[src/rtl/exc_arbiter.sv]
// Commit-stage exception arbiter: merges interrupts, synchronous exceptions and ERET into one
// cp0 event, flushes the pipeline and hands fetch a redirect PC over a valid/ready handshake.
module exc_arbiter #(
  parameter logic [31:0] EXC_VECTOR  = 32'hBFC00380,
  parameter int          SYNC_STAGES = 2,
  parameter logic [4:0]  ERET_CODE   = 5'h0e
) (
  input  logic        clk,
  input  logic        resetn,
  input  logic [5:0]  ext_int_in,
  input  logic        m_valid,
  input  logic [31:0] m_pc,
  input  logic        m_is_delay_slot,
  input  logic        m_exc_valid,
  input  logic [4:0]  m_exccode,
  input  logic [31:0] m_badvaddr,
  input  logic        m_is_eret,
  input  logic [7:0]  cause_ip,
  input  logic [7:0]  status_im,
  input  logic        status_ie,
  input  logic        status_exl,
  input  logic [31:0] epc,
  output logic [5:0]  cp0_interrupt,
  output logic        cp0_exception,
  output logic [4:0]  cp0_exccode,
  output logic        cp0_is_delay_slot,
  output logic [31:0] cp0_pc,
  output logic [31:0] cp0_badvaddr,
  output logic        flush,
  output logic        redirect_valid,
  output logic [31:0] redirect_pc,
  input  logic        redirect_ready
);

  typedef enum logic [1:0] {
    IDLE     = 2'd0,
    SIGNAL   = 2'd1,
    REDIRECT = 2'd2
  } state_t;

  state_t      state;
  logic [5:0]  sync_q [SYNC_STAGES];
  logic        int_pending;
  logic        exc_event;
  logic [4:0]  event_code;
  logic [31:0] event_target;

  // Level synchroniser for the asynchronous interrupt lines
  always_ff @(posedge clk or negedge resetn) begin
    if (!resetn) begin
      for (int i = 0; i < SYNC_STAGES; i++) sync_q[i] <= 6'd0;
    end else begin
      sync_q[0] <= ext_int_in;
      for (int i = 1; i < SYNC_STAGES; i++) sync_q[i] <= sync_q[i-1];
    end
  end

  assign cp0_interrupt = sync_q[SYNC_STAGES-1];

  assign int_pending = status_ie & ~status_exl & (|(cause_ip & status_im));
  assign exc_event   = (state == IDLE) & m_valid & (int_pending | m_exc_valid | m_is_eret);
  assign flush       = exc_event | (state != IDLE);

  // Event code and redirect target, interrupt first, then exception, then ERET
  always_comb begin
    event_code   = 5'd0;
    event_target = EXC_VECTOR;
    if (int_pending) begin
      event_code = 5'd0;
    end else if (m_exc_valid) begin
      event_code = m_exccode;
    end else if (m_is_eret) begin
      event_code   = ERET_CODE;
      event_target = epc;
    end else begin
      event_code = 5'd0;
    end
  end

  // Event FSM with registered strobe, sideband and redirect outputs
  always_ff @(posedge clk or negedge resetn) begin
    if (!resetn) begin
      state             <= IDLE;
      cp0_exception     <= 1'b0;
      cp0_exccode       <= 5'd0;
      cp0_is_delay_slot <= 1'b0;
      cp0_pc            <= 32'd0;
      cp0_badvaddr      <= 32'd0;
      redirect_valid    <= 1'b0;
      redirect_pc       <= 32'd0;
    end else begin
      case (state)
        IDLE: begin
          if (exc_event) begin
            state             <= SIGNAL;
            cp0_exception     <= 1'b1;
            cp0_exccode       <= event_code;
            cp0_is_delay_slot <= m_is_delay_slot;
            cp0_pc            <= m_pc;
            cp0_badvaddr      <= m_badvaddr;
            redirect_valid    <= 1'b1;
            redirect_pc       <= event_target;
          end else begin
            cp0_exception <= 1'b0;
          end
        end
        SIGNAL: begin
          cp0_exception <= 1'b0;
          if (redirect_ready) begin
            state          <= IDLE;
            redirect_valid <= 1'b0;
          end else begin
            state <= REDIRECT;
          end
        end
        REDIRECT: begin
          cp0_exception <= 1'b0;
          if (redirect_ready) begin
            state          <= IDLE;
            redirect_valid <= 1'b0;
          end else begin
            state <= REDIRECT;
          end
        end
        default: begin
          state          <= IDLE;
          cp0_exception  <= 1'b0;
          redirect_valid <= 1'b0;
        end
      endcase
    end
  end

endmodule
[config.mk]
export PLATFORM = sky130hd
export DESIGN_NAME = exc_arbiter
export DESIGN_NICKNAME = d
export VERILOG_FILES = /design/src/rtl/exc_arbiter.sv
export SDC_FILE = /design/constraint.sdc
export NUM_CORES = 1
export LEC_CHECK = 0
export ABC_CLOCK_PERIOD_IN_PS = 3850
export BUFFER_PORTS_ARGS = -buffer_cell sky130_fd_sc_hd__buf_4
export CORE_ASPECT_RATIO = 0.5
export CORE_MARGIN = 2
export CORE_UTILIZATION = 48
export DETAILED_ROUTE_END_ITERATION = 6
export GPL_ROUTABILITY_DRIVEN = 0
export PLACE_DENSITY = 0.84
export SLEW_MARGIN = 40
export SYNTH_ARGS = -nofsm -noshare
export SYNTH_HDL_FRONTEND = slang
export SYNTH_SLANG_ARGS = --single-unit
[constraint.sdc]
create_clock -name clk -period 3.85 [get_ports clk]
set_input_delay 0.385 -clock clk [delete_from_list [all_inputs] [get_ports clk]]
set_output_delay 0.385 -clock clk [all_outputs]
set_load 0.05 [all_outputs]
======== Word level (Yosys, flattened, before mapping) ========
Cells that the tools add are included.
W data, S select, Z words.
cells by class
  reduce and logical (&&, ||, !) cells .... 6
  muxes and demuxes ....................... 14
  equality and inequality tests ........... 4
  bitwise logic cells ..................... 9
operators with widths
  operator              count
  $mux W32              3
  $mux W5               2
  $and A8 B8 Y8         1
  $reduce_or A8 Y1      1
  $and A1 B1 Y1         4
  $mux W1               4
  $mux W2               2
  $mux W4               1
  $pmux W2 S2           1
  $reduce_and A2 Y1     2
  $or A1 B1 Y1          3
  $eq A2 B1 Y1 const B  1
  $eq A2 B2 Y1 const B  1
  $logic_not A2 Y1      1
  $ne A2 B1 Y1 const B  1
  $ne A2 B2 Y1 const B  1
  $pmux W1 S2           1
  $reduce_bool A2 Y1    1
  $reduce_or A2 Y1      1
  $not A1 Y1            1
word-level totals
  logic and storage cells ................. 43
  register bits after elaboration ......... 118
  output and inout bits ................... 111

======== Longest topological paths before layout ========
  word-level depth ........................ 8
  gate-level depth with buffers ........... 8
  gate-level depth less buffers ........... 6

======== Worst setup path after synthesis ========
Ideal clock, no wire load.
  path kind ............................... input to output
  start ................................... input cause_ip[1]
  end ..................................... output flush
  required time ........................... 3.465 ns
  cell stages on the path ................. 4
  slack ................................... 1.786 ns
  arrival time ............................ 1.679 ns
  buffers on the path ..................... 0
  path through ............................ a22o_1 -> or4_1 -> o21ai_0 -> nand2_1
on the way
  word-level cells in the longest chain between the ends .. 7
ends and longest elaborated chain
  what                        line  RTL
  start: declaration          18    input logic [7:0] cause_ip,
  $and A8 B8 Y8               60    assign int_pending = status_ie & ~status_exl & (|(cause_ip & status_im));
  $reduce_or A8 Y1            60
  $and A1 B1 Y1               60
  $or A1 B1 Y1 (2 in series)  61    assign exc_event = (state == IDLE) & m_valid & (int_pending | m_exc_valid | m_is_eret);
  $and A1 B1 Y1               61
  $or A1 B1 Y1                62    assign flush = exc_event | (state != IDLE);
  end: declaration            29    output logic flush,
No other way between the ends.

======== Worst setup path after layout ========
  start ................................... register state[1]
  end ..................................... register cp0_pc[8]
on the way
  word-level cells in the longest chain between the ends .. 4
ends and longest elaborated chain
  what                           line    RTL
  start: declaration             41      state_t state;
  start signal: assignment       83      state <= IDLE;
  start signal: assignment       95      state <= SIGNAL;
  start signal: assignment       110     state <= IDLE;
  $logic_not A2 Y1 *             61, 92
  $and A1 B1 Y1 (2 in series)    61
  $reduce_and A2 Y1 (no line) *  -
  end signal: assignment         99      cp0_pc <= m_pc;
  end: declaration               27      output logic [31:0] cp0_pc,
Mark *: on every way between the ends. The rest lies on a longest branch, timed or not.
A chain may end at the register's enable or synchronous reset.

==> reports/results.ini <==
[outcome]
status=complete, but fails checks
failed_checks=DRC

[sta]
min_period_ns=2.721
hold_viol=0
report.final.slew_viol_count=0
fin_crit_sh=0.7068
setup_violations=0
hold_ws_ns=0.006918
max_slew_margin=0.5116
tns_ns=0
rsz0062_at_grt=false
worst_slew_pin_slew_ns=0.7326
fmax_ghz=0.3675
finClkSkew_ns=0.009810

[clock_network]
cts.sinks=118
cts_buffers=17
cts-root-buf=clkbuf_16
post_cts_resized=0
clk_pin_slew_ns=0.06
postCtsSetupBuffers=0
cts_tree=yes
clk_path_buf_depth=2
clock_latency_ns=0.40
ctsHoldBuffers=0
cts_max_level=4

[die]
core-area_um2=8859
ios=243
die-width_um=140.1
die_h_um=72.06
initial_core_util=0.5020
dieArea_um2=10100
num_rows=24

[setup_path]
path_max_fanout=40
crit_type=reg -> reg
endpoint_kind=register
cp_data_required_time_ns=4.13
worst_ep_arrival_time_ns=3.01
rr_worst_depth=7
worstReg2RegStart=state[1]$_DFFE_PN0P_
regToRegEndpoint=cp0_pc[8]$_DFFE_PN0P_
startpoint_type=register
rrSetupSlack_ns=1.13

[global_routing]
antenna_found_initial=0
grt_pass1_wl_um=17990
grt_usage=0.2360
grt_max_degree=54
grt_pass1_vias=3495
grt_overflow=0

[synth]
yosys_warnings=0
synth.top_cell.area_share=0.6640
async_flop_share=1.000
synth_compound_area_frac=0.1047
synth_fp_nets=415
ys_seq_elements=118
synth_top_family_by_area=multiplexers
syn-cell-area_um2=4447
synth_ff_type=dfrtp_1
seq_area_frac_synth=0.6640
synth_cells=281
yosysTopAreaCell=dfrtp_1
synth-simple-area-share=0.02476
synth_area_leaders=dfrtp_1 (66%), mux2_2 (15%), a22o_1 (5.1%)
synth.area.mux_share=0.1705
synth_xor_area_frac=0
synth_cell_types=32
synthAdderAreaFrac=0.005627
synth_edf_count=0
avgSynthCellArea_um2=15.82

[power]
p_per_area_nw_per_um2=1033
worst_ir_drop_vdd_mv=0.6726
leakage_uw=0.003341

[min_path]
worst_hold_path_type=in -> async

[finish]
diodes=0
final_util=0.7798
fillers=553
final_cell_mix=buf_4 (244), dfrtp_1 (118), mux2_2 (58), a22o_1 (26), clkbuf_16 (17)
area_delta_synth_final_pct=55.35
final_nets=660
drive_above_1_share=0.6438
fin_cells=656
final_common_cell=buf_4

[place]
placed_cells=624
dpl.hpwl_um=8476
port_buffers=242

[drt]
drt-total-wl_um=11710
wl_per_cell_um=17.85
remaining_drc_errors=10
vias=3320
drtAntennaViolNets=0
dr.first_iter.drc_count=185
dr.pass1.iters=7
vias_per_cell=5.061

[job]
cap_violations=0

-- report_power, final --
part / internal [uW] / switching [uW]
registers: 1750 / 275
logic: 1220 / 2380
clock network: 927 / 582
total: 3900 / 3240
-- Yosys cell counts, types with 3 or more instances --
cell type and n:
a22o_1 26, buf_2 6, buf_4 6, clkbuf_1 5
dfrtp_1 118, inv_1 4, mux2_2 58, mux2_4 7
nand2_1 4, nor2_1 6, nor3b_1 3, o22a_1 13
o32ai_1 3
-- per-stage QoR --
stage / setup WS (ns) / total power, uW / cell area [um2]
global route: 0.9737 / 7393 / 6908
CTS: 1.094 / 7183 / 6907
detailed placement: 1.071 / 5649 / 6329
floorplan: 1.786 / 4498 / 4447
global placement: 1.108 / 5581 / 6329
finish: 1.129 / 7136 / 6908
-- final cells by class --
cell class | instances | area, um2 | share of cell area
Inverter | 5 | 20.02 | 0.002898
Tap cell | 117 | 146.4 | 0.02119
Timing Repair Buffer | 245 | 1852 | 0.2681
Clock inverter | 13 | 125.1 | 0.01811
Sequential cell | 118 | 2953 | 0.4275
Clock buffer | 19 | 452.9 | 0.06557
Multi-Input combinational cell | 139 | 1359 | 0.1967
-- cell families after synthesis --
logic type	Yosys count
AOI/OAI and AO/OA	51
adders and majority gates	2
buffers and inverters	24
DFF	118
muxes	65
and+or+nand+nor	21
-- state kept, by name (all words and copies together) (netlist names) --
signal / cells
cp0_badvaddr: 32
cp0_exception: 1
cp0_pc: 32
redirect_valid: 1
sync_q: 6
redirect_pc: 32
cp0_is_delay_slot: 1
state: 2
cp0_exccode: 5
cp0_interrupt: 6
-- critical path, cell delays in order (launching register included) --
cell and delay, ns:
dfrtp_1 0.38, inv_1 0.06, ha_1 0.24, nand2_1 0.25
a21o_4 0.28, clkinv_2 0.57, buf_12 0.42, mux2_4 0.32
-- routing by layer --
layer / vias up / global-route usage / share of wire
met4: 0 / 0.1414 / 0.042
met5: - / 0 / 0
li1: 1525 / - / -
met3: 38 / 0.06007 / 0.047
met2: 122 / 0.4313 / 0.53
met1: 1635 / 0.2553 / 0.38
-- worst max path at each step --
stage | start | endpoint | slack [ns] | depth (start not counted)
after floorplan | cause_ip[1] | flush | 1.79 | 4
after global placement | cause_ip[1] | cp0_pc[11]$_DFFE_PN0P_ | 1.11 | 7
after detailed placement | cause_ip[1] | cp0_pc[7]$_DFFE_PN0P_ | 1.07 | 7
after CTS | state[1]$_DFFE_PN0P_ | cp0_badvaddr[23]$_DFFE_PN0P_ | 1.09 | 7
after global routing | state[1]$_DFFE_PN0P_ | cp0_pc[10]$_DFFE_PN0P_ | 0.97 | 7
final | state[1]$_DFFE_PN0P_ | cp0_pc[8]$_DFFE_PN0P_ | 1.13 | 7
No activity file was read; power rests on OpenSTA's default activity.
